### config.mk
export PLATFORM = sky130hd
export DESIGN_NAME = manta_bus_arbiter
export DESIGN_NICKNAME = d
export VERILOG_FILES = /design/src/rtl/manta_bus_pkg.sv /design/src/rtl/manta_bus_rr_pick.sv /design/src/rtl/manta_bus_arbiter.sv
export SDC_FILE = /design/constraint.sdc
export NUM_CORES = 1
export LEC_CHECK = 0
export BUFFER_PORTS_ARGS = -buffer_cell sky130_fd_sc_hd__buf_2
export CELL_PAD_IN_SITES_DETAIL_PLACEMENT = 2
export CELL_PAD_IN_SITES_GLOBAL_PLACEMENT = 2
export CORE_UTILIZATION = 38
export DETAILED_ROUTE_END_ITERATION = 10
export GPL_TIMING_DRIVEN = 0
export HOLD_SLACK_MARGIN = 0.02
export PLACE_DENSITY = 0.81
export SETUP_SLACK_MARGIN = 0.02
export SLEW_MARGIN = 20
export SYNTH_ARGS = -nofsm -noshare
export SYNTH_HDL_FRONTEND = slang
export SYNTH_HIERARCHICAL = 1
export SYNTH_SLANG_ARGS = --single-unit
### constraint.sdc
create_clock -name clk -period 2.8 [get_ports clk]
set_clock_uncertainty 0.2 [all_clocks]
set_input_delay 0.56 -clock clk [delete_from_list [all_inputs] [get_ports clk]]
set_output_delay 0.56 -clock clk [all_outputs]
set_load 0.02 [all_outputs]
### src/rtl/manta_bus_pkg.sv
// Shared types and defaults for the Manta core-bus arbiter.
// Holds the bus width defaults, the request record, the arbiter state encoding and a wrap helper.
package manta_bus_pkg;

   localparam int MANTA_ADDR_W = 16;
   localparam int MANTA_DATA_W = 16;

   typedef struct packed {
      logic [MANTA_ADDR_W-1:0] addr;
      logic [MANTA_DATA_W-1:0] data;
      logic                    rw;
   } bus_req_t;

   typedef enum logic [1:0] {
      IDLE,
      WAIT,
      RESP
   } arb_state_t;

   // Next round-robin position after v among n hosts.
   function automatic int wrap_inc(input int v, input int n);
      return (v + 1 >= n) ? 0 : v + 1;
   endfunction

endpackage

### src/rtl/manta_bus_rr_pick.sv
// Combinational round-robin picker: first pending host at or after ptr, wrapping.
// Produces a one-hot grant and a flag telling whether anything is pending at all.
module rr_pick #(
   parameter int NUM_REQ = 2,
   parameter int PTR_W   = 1
) (
   input  logic [NUM_REQ-1:0] pending,
   input  logic [PTR_W-1:0]   ptr,
   output logic [NUM_REQ-1:0] grant,
   output logic               any
);

   // Walk offsets from the pointer; the inner loop keeps all selects constant after unrolling.
   always_comb begin
      int   target;
      logic found;
      grant  = '0;
      target = 0;
      found  = 1'b0;
      for (int o = 0; o < NUM_REQ; o++) begin
         target = int'(ptr) + o;
         if (target >= NUM_REQ) begin
            target = target - NUM_REQ;
         end
         for (int i = 0; i < NUM_REQ; i++) begin
            if (!found && (i == target) && pending[i]) begin
               grant[i] = 1'b1;
               found    = 1'b1;
            end
         end
      end
   end

   assign any = |pending;

endmodule

### src/rtl/manta_bus_arbiter.sv
// Shares the Manta core chain between NUM_REQ hosts: one buffered request per host,
// round-robin issue, one transaction in flight, response routed back or timed out.
module manta_bus_arbiter
   import manta_bus_pkg::*;
#(
   parameter int NUM_REQ = 2,
   parameter int ADDR_W  = MANTA_ADDR_W,
   parameter int DATA_W  = MANTA_DATA_W,
   parameter int TIMEOUT = 255
) (
   input  logic                      clk,
   input  logic                      rst_n,
   input  logic [NUM_REQ*ADDR_W-1:0] req_addr_i,
   input  logic [NUM_REQ*DATA_W-1:0] req_data_i,
   input  logic [NUM_REQ-1:0]        req_rw_i,
   input  logic [NUM_REQ-1:0]        req_valid_i,
   output logic [DATA_W-1:0]         rsp_data_o,
   output logic                      rsp_err_o,
   output logic [NUM_REQ-1:0]        rsp_valid_o,
   output logic [NUM_REQ-1:0]        overflow_o,
   output logic [ADDR_W-1:0]         bus_addr_o,
   output logic [DATA_W-1:0]         bus_data_o,
   output logic                      bus_rw_o,
   output logic                      bus_valid_o,
   input  logic [DATA_W-1:0]         ret_data_i,
   input  logic                      ret_rw_i,
   input  logic                      ret_valid_i
);

   localparam int PTR_W = (NUM_REQ > 1) ? $clog2(NUM_REQ) : 1;
   localparam int CNT_W = $clog2(TIMEOUT + 1);

   arb_state_t          state;
   logic [NUM_REQ-1:0]  pending;
   logic [NUM_REQ-1:0]  retire;
   logic [NUM_REQ-1:0]  pick_grant;
   logic                pick_any;
   logic [PTR_W-1:0]    pick_idx;
   logic [PTR_W-1:0]    rr_ptr;
   logic [NUM_REQ-1:0]  grant_oh_q;
   logic [PTR_W-1:0]    grant_idx_q;
   logic [CNT_W-1:0]    tmo_cnt;

   logic [ADDR_W-1:0]   hold_addr [NUM_REQ];
   logic [DATA_W-1:0]   hold_data [NUM_REQ];
   logic                hold_rw   [NUM_REQ];

   logic [ADDR_W-1:0]   sel_addr;
   logic [DATA_W-1:0]   sel_data;
   logic                sel_rw;

   // The return rw flag travels with the chain for debug visibility only.
   logic                unused_ret_rw;
   assign unused_ret_rw = ret_rw_i;

   rr_pick #(
      .NUM_REQ (NUM_REQ),
      .PTR_W   (PTR_W)
   ) u_rr_pick (
      .pending (pending),
      .ptr     (rr_ptr),
      .grant   (pick_grant),
      .any     (pick_any)
   );

   assign retire = (state == RESP) ? grant_oh_q : '0;

   // Steer the granted holding register to the bus and encode its index for the pointer update.
   always_comb begin
      sel_addr = '0;
      sel_data = '0;
      sel_rw   = 1'b0;
      pick_idx = '0;
      for (int k = 0; k < NUM_REQ; k++) begin
         if (pick_grant[k]) begin
            sel_addr = hold_addr[k];
            sel_data = hold_data[k];
            sel_rw   = hold_rw[k];
            pick_idx = PTR_W'(k);
         end
      end
   end

   // A slot being retired this cycle can take a new request without counting as an overflow.
   always_ff @(posedge clk or negedge rst_n) begin
      if (!rst_n) begin
         pending    <= '0;
         overflow_o <= '0;
         for (int k = 0; k < NUM_REQ; k++) begin
            hold_addr[k] <= '0;
            hold_data[k] <= '0;
            hold_rw[k]   <= 1'b0;
         end
      end else begin
         for (int k = 0; k < NUM_REQ; k++) begin
            if (req_valid_i[k] && (!pending[k] || retire[k])) begin
               hold_addr[k] <= req_addr_i[k*ADDR_W +: ADDR_W];
               hold_data[k] <= req_data_i[k*DATA_W +: DATA_W];
               hold_rw[k]   <= req_rw_i[k];
               pending[k]   <= 1'b1;
            end else if (req_valid_i[k]) begin
               overflow_o[k] <= 1'b1;
            end else if (retire[k]) begin
               pending[k] <= 1'b0;
            end
         end
      end
   end

   // Bus and response outputs are pulses: cleared every cycle unless the FSM sets them.
   always_ff @(posedge clk or negedge rst_n) begin
      if (!rst_n) begin
         state       <= IDLE;
         rr_ptr      <= '0;
         grant_oh_q  <= '0;
         grant_idx_q <= '0;
         tmo_cnt     <= '0;
         bus_addr_o  <= '0;
         bus_data_o  <= '0;
         bus_rw_o    <= 1'b0;
         bus_valid_o <= 1'b0;
         rsp_data_o  <= '0;
         rsp_err_o   <= 1'b0;
         rsp_valid_o <= '0;
      end else begin
         bus_addr_o  <= '0;
         bus_data_o  <= '0;
         bus_rw_o    <= 1'b0;
         bus_valid_o <= 1'b0;
         rsp_data_o  <= '0;
         rsp_err_o   <= 1'b0;
         rsp_valid_o <= '0;
         unique case (state)
            IDLE: begin
               if (pick_any) begin
                  grant_oh_q  <= pick_grant;
                  grant_idx_q <= pick_idx;
                  bus_addr_o  <= sel_addr;
                  bus_data_o  <= sel_data;
                  bus_rw_o    <= sel_rw;
                  bus_valid_o <= 1'b1;
                  tmo_cnt     <= CNT_W'(TIMEOUT);
                  state       <= WAIT;
               end
            end
            WAIT: begin
               if (ret_valid_i) begin
                  rsp_data_o  <= ret_data_i;
                  rsp_err_o   <= 1'b0;
                  rsp_valid_o <= grant_oh_q;
                  state       <= RESP;
               end else if (tmo_cnt == '0) begin
                  rsp_data_o  <= '0;
                  rsp_err_o   <= 1'b1;
                  rsp_valid_o <= grant_oh_q;
                  state       <= RESP;
               end else begin
                  tmo_cnt <= tmo_cnt - 1'b1;
               end
            end
            RESP: begin
               rr_ptr <= PTR_W'(wrap_inc(int'(grant_idx_q), NUM_REQ));
               state  <= IDLE;
            end
            default: begin
               state <= IDLE;
            end
         endcase
      end
   end

endmodule

Yosys cells after proc, flatten, opt, wreduce, memory -nomap -nowiden
Cells that the tools add are included.
{"block": "op_classes", "bitwise": 2, "mux": 47, "order_cmp": 3, "add_sub_neg": 5, "eq_ne": 10, "reduce_logical": 31}
{"cell": "two-way mux 16 bit", "count": 10}
{"cell": "== test 2 x 32 -> 1 bit, first input constant", "count": 2}
{"cell": "zero test 32 bit", "count": 2}
{"cell": "two-way mux 32 bit", "count": 2}
{"cell": "greater-or-equal comparator 32 x 3 -> 1 bit, second input constant", "count": 1}
{"cell": "subtractor 32 x 3 -> 32 bit, second input constant", "count": 1}
{"cell": "two-way mux 8 bit", "count": 3}
{"cell": "two-way mux 1 bit", "count": 23}
{"cell": "case mux 8 bit (2 select lines)", "count": 1}
{"cell": "two-way mux 2 bit", "count": 7}
{"cell": "AND reduction 2 bit", "count": 6}
{"cell": "logical AND 1 bit", "count": 9}
{"cell": "zero test 8 bit", "count": 1}
{"cell": "subtractor 8 x 1 -> 8 bit, second input constant", "count": 1}
{"cell": "inequality test 2 bit, second input constant", "count": 3}
{"cell": "nonzero test 2 bit", "count": 3}
{"cell": "zero test 1 bit", "count": 5}
{"cell": "adder 1 x 1 -> 2 bit, second input constant", "count": 2}
{"cell": "inequality test 2 x 1 -> 1 bit, second input constant", "count": 2}
{"cell": "case mux 2 bit (2 select lines)", "count": 1}
{"cell": "AND reduction 4 bit", "count": 1}
{"cell": "inequality test 3 bit, second input constant", "count": 1}
{"cell": "subtractor 1 x 2 -> 3 bit, second input constant", "count": 1}
{"cell": "== test 2 x 1 -> 1 bit, second input constant", "count": 1}
{"cell": "other kinds (7)", "count": 9}
{"block": "totals", "wordCells": 120, "out_inout_bits": 55, "register_bits": 137, "input_bits": 88}

Logic depth before layout (Yosys ltp)
{"block": "logic_depth", "depth_word": 20, "mapped_depth": 6, "mapped_depth_nobuf": 6}

Hierarchy
The synthesis kept the hierarchy.
{"mod": "manta_bus_arbiter", "cells_per_inst": 329, "n_inst": 1, "seq_area_each_um2": 3403.3, "area_each_um2": 5133.7}
{"mod": "rr_pick", "cells_per_inst": 4, "n_inst": 1, "seq_area_each_um2": 0.0, "area_each_um2": 25.0}

Least setup slack after synthesis
OpenSTA, ideal clock, no wires.
{"block": "synth_path", "path_kind": "in2reg", "startpoint": "input ret_valid_i", "endpoint": "register tmo_cnt[5]", "setup_ns": 0.134, "arrival_time_ns": 1.523, "path_stages": 4, "t_required_ns": 2.466, "n_path_buf": 0, "setup_slack_ns": 0.943, "path_cell_list": "or3b_4 -> a211oi_4 -> and3_2 -> o21ai_0"}
{"block": "synth_via", "elab_chain_cells": 2}
{"element": "start: declaration", "line": "manta_bus_arbiter.sv:27", "text": "input logic ret_valid_i"}
{"element": "inequality test 2 bit (no source line)"}
{"element": "AND reduction 4 bit (no source line)"}
{"element": "end signal: assignment", "line": "manta_bus_arbiter.sv:142", "text": "tmo_cnt <= CNT_W'(TIMEOUT);"}
{"element": "end signal: assignment", "line": "manta_bus_arbiter.sv:158", "text": "tmo_cnt <= tmo_cnt - 1'b1;"}
{"element": "end: declaration", "line": "manta_bus_arbiter.sv:42", "text": "logic [CNT_W-1:0] tmo_cnt;"}
Every way passes these cells.
A chain may end at the register's enable or synchronous reset.

Worst setup path after layout
{"block": "layout_path", "startpoint": "register pending[1]", "endpoint": "register bus_addr_o[1]"}
{"block": "layout_via", "elab_chain_cells": 13, "elab_cells_between_ends": 17, "classes_between": "9 x mux; 8 x reduce/logical"}
{"element": "start: declaration", "line": "manta_bus_arbiter.sv:34", "text": "logic [NUM_REQ-1:0] pending;"}
{"element": "start signal: assignment", "line": "manta_bus_arbiter.sv:87", "text": "pending <= '0;"}
{"element": "start signal: indexed assignment", "line": "manta_bus_arbiter.sv:100", "text": "pending[k] <= 1'b1;"}
{"element": "start signal: indexed assignment", "line": "manta_bus_arbiter.sv:104", "text": "pending[k] <= 1'b0;"}
{"element": "logical AND 1 bit", "line": "manta_bus_rr_pick.sv:26", "text": "if (!found && (i == target) && pending[i]) begin"}
{"element": "two-way mux 1 bit", "line": "manta_bus_rr_pick.sv:26"}
{"element": "zero test 1 bit", "line": "manta_bus_rr_pick.sv:26"}
{"element": "logical AND 1 bit (2 in a row)", "line": "manta_bus_rr_pick.sv:26"}
{"element": "two-way mux 1 bit", "line": "manta_bus_rr_pick.sv:26"}
{"element": "zero test 1 bit", "line": "manta_bus_rr_pick.sv:26"}
{"element": "logical AND 1 bit (2 in a row)", "line": "manta_bus_rr_pick.sv:26"}
{"element": "two-way mux 1 bit *", "line": "manta_bus_rr_pick.sv:26"}
{"element": "via pick_grant[1]", "line": "manta_bus_arbiter.sv:36", "text": "logic [NUM_REQ-1:0] pick_grant;"}
{"element": "two-way mux 16 bit *", "line": "manta_bus_arbiter.sv:75", "text": "if (pick_grant[k]) begin"}
{"element": "two-way mux 16 bit *", "line": "manta_bus_arbiter.sv:135", "text": "if (pick_any) begin"}
{"element": "two-way mux 16 bit *", "line": "manta_bus_arbiter.sv:133", "text": "unique case (state)"}
{"element": "end signal: assignment", "line": "manta_bus_arbiter.sv:138", "text": "bus_addr_o <= sel_addr;"}
{"element": "end: declaration", "line": "manta_bus_arbiter.sv:21", "text": "output logic [ADDR_W-1:0] bus_addr_o,"}
Mark *: on every way through the listed nets, which the timed path passes. The rest lies on a longest branch.

==> summary.md <==
| Metric | Value |
|---|---|
| Outcome | `finished, final reports clean` |
| Max-cap violations | `0` |
| Synth top cells by count | `dfrtp_1 (136), mux2_2 (53), a22o_1 (33)` |
| Post-synthesis simple-gate area fraction | `6.476%` |
| Gpl congestion | `0.6823` |
| Area share of fa/ha/maj cells after synthesis | `0.2425%` |
| DR vias | `3347` |
| PostCTS Resize Cnt | `0` |
| HP Class | `input port to flip-flop` |
| Tcrit/Tclk final | `77.83%` |
| Drt wl/cell | `19.63 um` |
| Cell taking the most area after synthesis | `dfrtp_1` |
| WP data required | `2950 ps` |
| Pwr dens | `1143 nW/um^2` |
| Die Y | `118.5 um` |
| Layout Nets | `584` |
| First-pass GRT wire length | `21530 um` |
| Final antenna-violating net count | `0` |
| Reg clk slew, reported paths | `60 ps` |
| Setup crit end kind | `flip-flop` |
| Die X | `118.5 um` |
| CTS tree | `yes` |
| Dpl cell area | `6122 um^2` |
| DR vias/cell | `4.893` |
| Max stage delay cell, worst path | `clkbuf_1` |
| Final setup fails | `0` |
| Die area | `14050 um^2` |
| Later-pin clock latency in the skew report | `420 ps` |
| Final Slew Violations | `0` |
| Final Non-Filler Cells | `684` |
| Worst rel slew slack | `59.92%` |
| Yosys top cell area share | `65.97%` |
| Worst Setup Path Type | `flip-flop to flip-flop` |
| Cell mode on critical path | `clkbuf_1` |
| Stages on the worst setup path | `5` |
| Peak supply drop | `0.5922 mV` |
| WP buf/inv | `2` |
| Final Hold Vio Count | `0` |
| Final Util | `51.16%` |
| Net count after synthesis | `422` |
| Core area | `13240 um^2` |
| Hold WS | `145.2 ps` |
| Leak | `0.003380 uW` |
| Delay-heaviest family, CP | `buffers and inverters` |
| Total grt overflow | `0` |
| Layout cell share with drive strength beyond 1 | `51.97%` |
| TritonCTS sink count | `136` |
| Number of antenna violations at the first check in global routing | `0` |
| Synth cell types | `39` |
| Post-synthesis mux area share | `15.55%` |
| Asr flop ratio synth | `100.0%` |
| Antenna cells | `0` |
| WP data arrival | `2330 ps` |
| Largest net degree at the start of global routing | `74` |
| Syn_area_per_cell | `15.49 um^2` |
| Synthesis Warnings | `6` |
| R2r worst-path depth | `5` |
| Xor and xnor area share after synthesis | `0.3396%` |
| Largest family of logic cells by synthesized area | `multiplexers` |
| Clk buf depth | `2` |
| Finished Cell Area | `6775 um^2` |
| FP Rows | `42` |
| Compound-Gate Fraction of Synth Area | `8.440%` |
| CP peak stage delay | `520 ps` |
| CP max FO | `10` |
| Total global-route track usage | `20.69%` |
| DRT Pass-1 Iters | `4` |
| Startpoint Class | `flip-flop` |
| Post-Synthesis Cells | `333` |
| Worst path cell trace | `a21boi_1 -> and3_1 -> clkbuf_1 -> clkbuf_1 -> a22o_1` |
| Pre-CTS setup slack | `610.3 ps` |
| Yosys reg bits | `136` |
| Initial Util | `38.96%` |
| DP Cell Count | `651` |
| Top FF cell, synth | `dfrtp_1` |
| Number of synthesized flops with an enable pin | `0` |
| Fmax | `0.4589 GHz` |
| Most frequent cell after synthesis | `dfrtp_1` |
| RSZ-0062 raised after global routing | `false` |
| Register area share after synthesis | `65.97%` |
| 1st-iter DRT viols | `120` |
| Routed WL | `13430 um` |
| IO Count | `143` |
| H-tree depth | `4` |
| Root Buffer | `clkbuf_16` |
| TritonCTS buffer count | `17` |
| Number of I/O port buffers | `141` |
| Number of global-route vias before repair | `3851` |
| Hold path depth | `2` |
| Area grow syn2layout | `31.34%` |
| DRC Markers | `0` |
| Flop2flop setup slack | `620 ps` |
| Setup WS post-layout | `620.7 ps` |
| Least-Margin Pin Slew | `601.2 ps` |
| Tmin final | `2179 ps` |
| Netlist Area Pre-Place | `5159 um^2` |
| Top cells by area, synth | `dfrtp_1 (66%), mux2_2 (12%), a22o_1 (5.6%)` |
| Final HPWL DP | `9061 um` |
metrics by stage:
step           power [uW]  setup TNS, ps
2_1_floorplan        4534              0
3_3_place_gp         5176        -114790
3_5_place_dp         5353              0
4_1_cts              7863              0
5_1_grt              8134              0
6_report             7747              0
path summary, 6_finish.rpt:
| path | from | to |
|---|---|---|
| worst max-delay path | pending[1] | bus_addr_o[1] |
| worst min-delay path | ret_data_i[10] | rsp_data_o[10] |
| worst max register to register | pending[1] | bus_addr_o[1] |
| worst min register to register | overflow_o[1] | overflow_o[1] |
| max in group asynchronous | rst_n | bus_addr_o[11] |
| min in group asynchronous | rst_n | bus_data_o[8] |
cell type report:
class,instances,area (um^2)
timing repair buffer,143,753.2
multi-input combinational,173,1602
inverter,8,30.03
buffer,16,123.9
sequential,136,3403
clock buffer,25,505.5
tap,176,220.2
clock inverter,7,137.6
fill,1307,6467
sequential cells by signal, summed over array words and instances, names as in the netlist, 2 cells and up:
register	flops
hold_addr	32
hold_data	32
bus_addr_o	16
bus_data_o	16
rsp_data_o	16
tmo_cnt	8
grant_oh_q	2
hold_rw	2
overflow_o	2
pending	2
rsp_valid_o	2
state	2
layer usage:
layer  vias to the layer above  share of wire [%]  track usage [%]
met4                         0                1.0            6.171
met1                      1762                 39            23.83
met5                         -                  0                0
met2                        81                 55            36.54
li1                       1493                  -                -
met3                        11                5.0            6.708
kinds of logic (layout without fill, tap and decap cells):
logic type,after synthesis,after routing
flops,136,136
mux,67,67
compound gates,53,53
simple gates,50,50
buf+inv,24,199
xor+xnor,2,2
fa+ha+maj,1,1
layout by cell type, fill, tap and decap left out, types with 2 or more instances in the layout:
cell,instances
buf_2,143
clkinv_2,2
o21bai_1,2
buf_6,8
a21boi_1,2
nand2_1,8
o21ai_2,2
mux2_2,53
nor2_1,6
clkbuf_8,5
a211oi_1,2
nor3b_2,3
clkbuf_1,8
xnor2_1,2
bufinv_16,4
a31oi_1,2
and2_1,18
nor3_1,2
a21oi_1,4
inv_1,7
clkbuf_16,17
mux2_4,13
dfrtp_1,136
a22o_1,33
o21ai_0,3
and2_4,2
power by group:
part | switching, uW | internal (uW)
clock network | 813 | 1610
logic | 1160 | 1020
registers | 397 | 2750
total | 2370 | 5370
repair_timing:
action,in CTS,in global routing
hold buffers,1,0
hold endpoints to repair,63,0
buffers inserted,0,0
(Power assumes the default switching activity.)
